===== src/rtl/conv_unit_fixed_stream.sv =====
// Streaming fixed-point convolution pixel: dot product of a D*F*F patch and filter plus bias,
// LANES multiply-accumulates per cycle, then round, optional ReLU and saturate.
module conv_unit_fixed_stream #(
  parameter int unsigned DATA_WIDTH = 16,
  parameter int unsigned FRAC       = 8,
  parameter int unsigned D          = 2,
  parameter int unsigned F          = 3,
  parameter int unsigned LANES      = 3
) (
  input  logic                           clk,
  input  logic                           reset,
  input  logic                           in_valid,
  output logic                           in_ready,
  input  logic [D*F*F*DATA_WIDTH-1:0]    image,
  input  logic [D*F*F*DATA_WIDTH-1:0]    filter,
  input  logic [DATA_WIDTH-1:0]          bias,
  input  logic                           relu_en,
  output logic                           out_valid,
  input  logic                           out_ready,
  output logic [DATA_WIDTH-1:0]          result,
  output logic                           busy
);

  localparam int unsigned N      = D * F * F;
  localparam int unsigned STEPS  = N / LANES;
  localparam int unsigned ACC_W  = 2 * DATA_WIDTH + $clog2(N) + 2;
  localparam int unsigned PROD_W = 2 * DATA_WIDTH;
  localparam int unsigned STEP_W = (STEPS > 1) ? $clog2(STEPS) : 1;
  localparam int unsigned VEC_W  = N * DATA_WIDTH;
  localparam int unsigned SHIFT  = LANES * DATA_WIDTH;

  localparam logic signed [ACC_W-1:0] HALF    = (ACC_W'(1) << FRAC) >> 1;
  localparam logic signed [ACC_W-1:0] SAT_MAX = (ACC_W'(1) <<< (DATA_WIDTH - 1)) - ACC_W'(1);
  localparam logic signed [ACC_W-1:0] SAT_MIN = -(ACC_W'(1) <<< (DATA_WIDTH - 1));
  localparam logic [STEP_W-1:0]       LAST    = STEP_W'(STEPS - 1);

  if (LANES == 0 || (N % LANES) != 0) begin : g_lanes_check
    $error("LANES must divide D*F*F");
  end

  typedef enum logic [1:0] {StIdle, StMac, StRound, StOut} state_e;

  state_e                  state_q, state_d;
  logic [VEC_W-1:0]        img_q, img_d;
  logic [VEC_W-1:0]        flt_q, flt_d;
  logic [DATA_WIDTH-1:0]   bias_q, bias_d;
  logic                    relu_q, relu_d;
  logic signed [ACC_W-1:0] acc_q, acc_d;
  logic [STEP_W-1:0]       step_q, step_d;
  logic [DATA_WIDTH-1:0]   result_q, result_d;

  logic signed [DATA_WIDTH-1:0] op_a [LANES];
  logic signed [DATA_WIDTH-1:0] op_b [LANES];
  logic signed [PROD_W-1:0]     prod [LANES];
  logic signed [ACC_W-1:0]      lane_sum;
  logic signed [ACC_W-1:0]      round_v;
  logic [DATA_WIDTH-1:0]        sat_v;

  // Captured operands shift down by LANES elements per step, so lanes always read the low slots.
  always_comb begin
    lane_sum = '0;
    for (int unsigned l = 0; l < LANES; l++) begin
      op_a[l]  = $signed(img_q[l*DATA_WIDTH +: DATA_WIDTH]);
      op_b[l]  = $signed(flt_q[l*DATA_WIDTH +: DATA_WIDTH]);
      prod[l]  = PROD_W'(op_a[l]) * PROD_W'(op_b[l]);
      lane_sum = lane_sum + ACC_W'(prod[l]);
    end
  end

  // Bias aligned to the product scale, round half toward +inf, back to FRAC fraction bits.
  always_comb begin
    round_v = acc_q + (ACC_W'($signed(bias_q)) <<< FRAC) + HALF;
    round_v = round_v >>> FRAC;
    if (relu_q && round_v[ACC_W-1]) begin
      round_v = '0;
    end
    if (round_v > SAT_MAX) begin
      sat_v = SAT_MAX[DATA_WIDTH-1:0];
    end else if (round_v < SAT_MIN) begin
      sat_v = SAT_MIN[DATA_WIDTH-1:0];
    end else begin
      sat_v = round_v[DATA_WIDTH-1:0];
    end
  end

  always_comb begin
    state_d  = state_q;
    img_d    = img_q;
    flt_d    = flt_q;
    bias_d   = bias_q;
    relu_d   = relu_q;
    acc_d    = acc_q;
    step_d   = step_q;
    result_d = result_q;
    unique case (state_q)
      StIdle: begin
        if (in_valid) begin
          img_d   = image;
          flt_d   = filter;
          bias_d  = bias;
          relu_d  = relu_en;
          acc_d   = '0;
          step_d  = '0;
          state_d = StMac;
        end
      end
      StMac: begin
        acc_d  = acc_q + lane_sum;
        img_d  = img_q >> SHIFT;
        flt_d  = flt_q >> SHIFT;
        step_d = step_q + STEP_W'(1);
        if (step_q == LAST) begin
          state_d = StRound;
        end
      end
      StRound: begin
        result_d = sat_v;
        state_d  = StOut;
      end
      StOut: begin
        if (out_ready) begin
          state_d = StIdle;
        end
      end
      default: state_d = StIdle;
    endcase
  end

  always_ff @(posedge clk or negedge reset) begin
    if (!reset) begin
      state_q  <= StIdle;
      img_q    <= '0;
      flt_q    <= '0;
      bias_q   <= '0;
      relu_q   <= 1'b0;
      acc_q    <= '0;
      step_q   <= '0;
      result_q <= '0;
    end else begin
      state_q  <= state_d;
      img_q    <= img_d;
      flt_q    <= flt_d;
      bias_q   <= bias_d;
      relu_q   <= relu_d;
      acc_q    <= acc_d;
      step_q   <= step_d;
      result_q <= result_d;
    end
  end

  assign in_ready  = (state_q == StIdle);
  assign busy      = (state_q != StIdle);
  assign out_valid = (state_q == StOut);
  assign result    = result_q;

endmodule


===== config.mk =====
export PLATFORM = sky130hd
export DESIGN_NAME = conv_unit_fixed_stream
export DESIGN_NICKNAME = d
export VERILOG_FILES = /design/src/rtl/conv_unit_fixed_stream.sv
export SDC_FILE = /design/constraint.sdc
export NUM_CORES = 2
export LEC_CHECK = 0
export ABC_AREA = 1
export BUFFER_PORTS_ARGS = -buffer_cell sky130_fd_sc_hd__buf_2
export CAP_MARGIN = 20
export CORE_MARGIN = 2
export CORE_UTILIZATION = 45
export CTS_CLUSTER_DIAMETER = 30
export DETAILED_ROUTE_END_ITERATION = 16
export GPL_TIMING_DRIVEN = 0
export PLACE_DENSITY = 0.67
export SYNTH_ARGS = -nofsm -noshare
export SYNTH_HDL_FRONTEND = slang
export SYNTH_SLANG_ARGS = --single-unit

===== constraint.sdc =====
create_clock -name clk -period 7.6 [get_ports clk]
set_clock_uncertainty 0.2 [all_clocks]
set_input_delay 1.52 -clock clk [delete_from_list [all_inputs] [get_ports clk]]
set_output_delay 1.52 -clock clk [all_outputs]
set_load 0.02 [all_outputs]

Word level (Yosys, flattened, before mapping)
Index checks and enable logic that the tools add are counted.

Output and inout port bits: 19. Word-level logic and storage cells: 48. Input bits: 597. Register bits: 653.

Mux-type cells: 15. Eq/ne operators: 7. Reduce and logical (&&, ||, !) cells: 7. Multiply operators: 3. Magnitude comparators: 2. Add/subtract/negate cells: 6.

Operator list (count): $pmux 288 s2 (2); $mux 288 (2); $mul 16x16->32 (3); $mux 39 (2); $pmux 39 s2 (1); $add 39x24->39 (1); $add 39x34->39 (1); $add 39x9->39 const B (1); $gt 39x16->1 const B (1); $lt 39x16->1 const B (1); $add 33x32->34 (1); $add 32x32->33 (1); $mux 16 (2); $pmux 2 s4 (1); $mux 2 (3); $pmux 3 s2 (1); $eq 2x2->1 const B (2); $ne 2x2->1 const B (2); $reduce_and 2->1 (2); $reduce_bool 2->1 (2); $add 3x1->3 const B (1); $eq 3x3->1 const B (1); $mux 3 (1); $reduce_and 3->1 (1); other kinds (4) (4).

Depth between registers and ports, before layout
Depth in word-level cells: 7. Depth in mapped cells: 37. Gate-level depth less buffers: 35.

Worst setup path after synthesis
OpenSTA, ideal clock, no wires.

Kind: register to register. Start point: reg img_q[47]. End point: reg acc_q[33]. Data arrival time: 7.663 ns. Path slack: -0.386 ns. Clock period less this slack: 7.986 ns. Cell stages (with the launch flop): 30. Path through: dfrtp_1 clkbuf_1 clkbuf_1 nand2_1 inv_1 fa_1 fa_1 fa_1 inv_1 fa_1 inv_1 fa_1 fa_1 fa_1 fa_1 inv_1 fa_1 inv_1 ha_1 nand2_1 nor4_1 nand3_1 nand3_1 nand2_1 nand3_1 nand2_1 nand2_1 a21oi_1 o21ai_0 nand2_1.

Cells in the longest elaborated chain, start to end: 4.

RTL lines: from (decl) (line 44) `logic [VEC_W-1:0] img_q, img_d;`; from (signal assigned) (line 141) `img_q <= img_d;`; $mul 16x16->32 (line 65) `prod[l] = PROD_W'(op_a[l]) * PROD_W'(op_b[l]);`; $add 33x32->34 (line 66) `lane_sum = lane_sum + ACC_W'(prod[l]);`; $add 39x34->39 (line 108) `acc_d = acc_q + lane_sum;`; $pmux 39 s2 (line 95) `unique case (state_q)`; to (signal assigned) (line 136) `acc_q <= '0;`; to (signal assigned) (line 145) `acc_q <= acc_d;`; to (decl) (line 48) `logic signed [ACC_W-1:0] acc_q, acc_d;`.

Every way passes these cells. A chain may end at the register's enable or synchronous reset.

Worst setup path after layout
Start point: reg img_q[15]. End point: reg acc_q[38].

Cells in the longest elaborated chain, start to end: 5.

RTL lines (line): $mul 16x16->32 (65); $add 32x32->33 (66); $add 33x32->34 (66); $add 39x34->39 (108); $pmux 39 s2 (95).

Every way passes these cells.

==> flow_summary.yaml <==
run_status:
  outcome: "complete, but fails checks"
  violations: "setup timing"
grt:
  grt_remaining_overflow: 0
  grt_use_total_pct: 33.3
  antenna_found_initial: 95
  grt_pass1_vias: 55996
  grt_pass1_wl_mm: 356
  grt_max_degree: 109
min_path:
  min_path_type: "flip-flop to flip-flop"
placed_design:
  placed_area_sq_mm: 0.0699
  dp_hpwl_mm: 198
  place_congestion: 0.976
  port_buffers: 615
clock_network:
  cts.sinks: 653
  path_clk_slew_ps: 50
  cts_tree: "done"
  root_buffer: "clkbuf_16"
  cts_buffers: 158
  htreeDepth: 4
  cts.path.max_buffers: 3
  holdBufCountCts: 0
  clk_latency_ps: 800
timing:
  hold_violations: 0
  whs_ps: 267
  layout_setup_ws_ps: -513
  slew_viol_final: 0
  setup_viol: 21
  fmax_ghz: 0.123
  relSlewSlack_pct: 18.8
  min_period_ps: 8110
  fin_crit_sh_pct: 107
  rsz0062_at_grt: "yes"
  tightest_slew_ps: 1220
floorplanning:
  die_x_microns: 381
  die_area_sq_mm: 0.145
  design.core.area_sq_mm: 0.141
  io_pins: 616
  start_util_pct: 45.3
  die_h_microns: 381
  fp-row-count: 138
routing:
  vias_per_cell: 5.17
  drt_iter0_drc: 4633
  wl_met3_mm: 20.7
  top_layer_used: "met5"
  drc: 0
  wl_met1_mm: 94.5
  wirelength_mm: 240
  wl_met2_mm: 110
  drtPass1Iterations: 6
  vias: 54613
  ant_nets: 0
  wire_per_inst_microns: 22.8
critical_path:
  reg2reg_slack_ps: -510
  cp.depth: 30
  path_class: "flip-flop to flip-flop"
  timing.critical_path.buf_inv: 8
  slowest_stage: "fa_2"
  worst_ep_arrival_time_ps: 8580
  r2r_end: "acc_q[38]"
  start_kind: "flip-flop"
  slowest_delay_ps: 590
  crit_path_start: "img_q[15]"
  worstSetupEndpoint: "acc_q[38]"
  crit_path_max_fanout: 4
  crit_family: "adder cells"
  worstRegToRegCells: 30
  r2r-start: "img_q[15]"
  cp-end-kind: "flip-flop"
  cp_data_required_time_ps: 8070
  crit_path_frequent_cell: "fa_1"
logic_synthesis:
  synth_compound_area_share_pct: 7.72
  synth_simple_gate_area_share_pct: 17.0
  postSynth.asyncResetShare_pct: 100
  synth_nets: 9473
  synth-seq-area-share_pct: 25.5
  synth_ff_type: "dfrtp_1"
  synthXorXnorAreaFrac_pct: 0.506
  syn_area_per_cell_sq_um: 8.42
  synth_adder_area_share_pct: 36.7
  synth-warning-count: 0
  ys_types: 47
  syn_area_sq_mm: 0.0641
  ys_top_cells_by_area: "fa_1, dfrtp_1, nand2_1"
  synth_top_area_share_pct: 32.1
  syn-instance-count: 7611
  synth_top_family_by_area: "adder cells"
  synth-seq-cells: 653
  synth-edff-count: 0
  synth_largest_area_cell: "fa_1"
  muxShareOfSynthArea_pct: 0.299
flow_run:
  max_cap_viol_count: 0
final_layout:
  final_area_sq_mm: 0.0794
  final_util_pct: 56.1
  drive_gt1_share_pct: 19.5
  fillCellCount: 12870
  layout.nets: 10342
  area_growth_pct: 23.8
[flip-flops by register name, indices dropped and copies added (netlist names)]
name,count
result,16
relu_q,1
img_q,288
acc_q,39
bias_q,16
flt_q,288
state_q,2
step_q,3
[synth_stat cells, types with 5 or more instances]
master and n:
a21o_1 5, a21oi_1 78, a22o_1 99, a22oi_1 97, a31oi_1 385, buf_1 12, clkbuf_1 413, dfrtp_1 653
fa_1 1029, ha_1 236, inv_1 1633, inv_2 9, mux2_2 17, nand2_1 2160, nand2_2 8, nand3_1 58
nand3b_1 9, nand4_1 16, nor2_1 507, nor2_2 5, nor3_1 6, o21ai_0 51, o31ai_1 11, or2_2 30
xnor2_1 20, xor2_1 17
[repair_timing]
action                                  CTS  global route
resized for setup                       590           199
gates cloned                              2             0
setup buffers                           127            43
endpoints found under the setup margin   32            28
pin swaps                               116           130
[area by class of cell]
type                    instances  area [sq um]  area share (%)
plain buffers                 338          1830            2.30
clock buffers                 194          4320            5.44
flip-flops and latches        653         16500            20.8
well taps                    1890          2360            2.98
multi-input cells            4883         41500            52.3
clock inverters               101          1580            1.99
inverters                    1645          6200            7.82
repair buffers                801          4940            6.22
diodes                         51           128           0.161
[placed cells by master (no fill, tap or decap), types with 24 or more instances in the layout]
cell type and count:
nand2_1 2100, inv_1 1550, fa_1 990, buf_2 621
dfrtp_1 560, nor2_1 485, a31oi_1 383, clkbuf_1 238
ha_1 205, clkbuf_16 164, buf_4 139, a22o_1 99
a22oi_1 97, inv_2 82, dfrtp_2 73, diode_2 51
nand3_1 46, clkbuf_8 42, clkbuf_4 41, nand2_2 41
fa_2 38, a21oi_1 37, nand2_4 31, ha_4 30
clkinv_2 29, a21oi_2 28, clkinvlp_4 27, or2_2 26
buf_6 26, bufinv_16 24
[worst min path at each step]
stage / start / end / slack (ps) / cells after the start
floorplan: img_q[48] / img_q[48] / 250 / 2
global placement: result[12] / result[12] / 260 / 2
detailed placement: result[12] / result[12] / 260 / 2
CTS: result[13] / result[13] / 270 / 2
global route: result[7] / result[7] / 300 / 2
finish: result[13] / result[13] / 270 / 2
[tightest hold or removal path, delay by kind of cell, from the launching register on]
family	cells	cell delay [ps]
flops	1	320
simple gates	2	110
[cells by family (layout without fill, tap and decap cells)]
group | count (synthesis) | after routing
other | 0 | 51
AO/OA/AOI/OAI | 747 | 747
multiplexers | 17 | 17
XOR/XNOR | 37 | 37
buffers and inverters | 2075 | 3079
AND/OR/NAND/NOR | 2817 | 2817
adder cells (fa/ha/maj) | 1265 | 1265
flip-flops | 653 | 653
[routing by layer]
layer  global-route usage, %  up-vias
met3                    8.13      596
li1                        -    24615
met2                    52.2     2184
met5                       0        -
met4                    16.4       70
met1                    43.1    27148
[through the flow]
stage	setup TNS (ps)	worst slack, ps	std cells
after floorplan	0	0.153	7611
after CTS	-5960	-534	10463
after global placement	-5901080	-9190	10116
final	-7130	-513	10556
after global routing	-11610	-743	10537
after detailed placement	-42990	-2070	10130
Power is left out: the tool's default activity adds up to more than one toggle a clock period on the data nets, which glitch-free logic cannot reach.
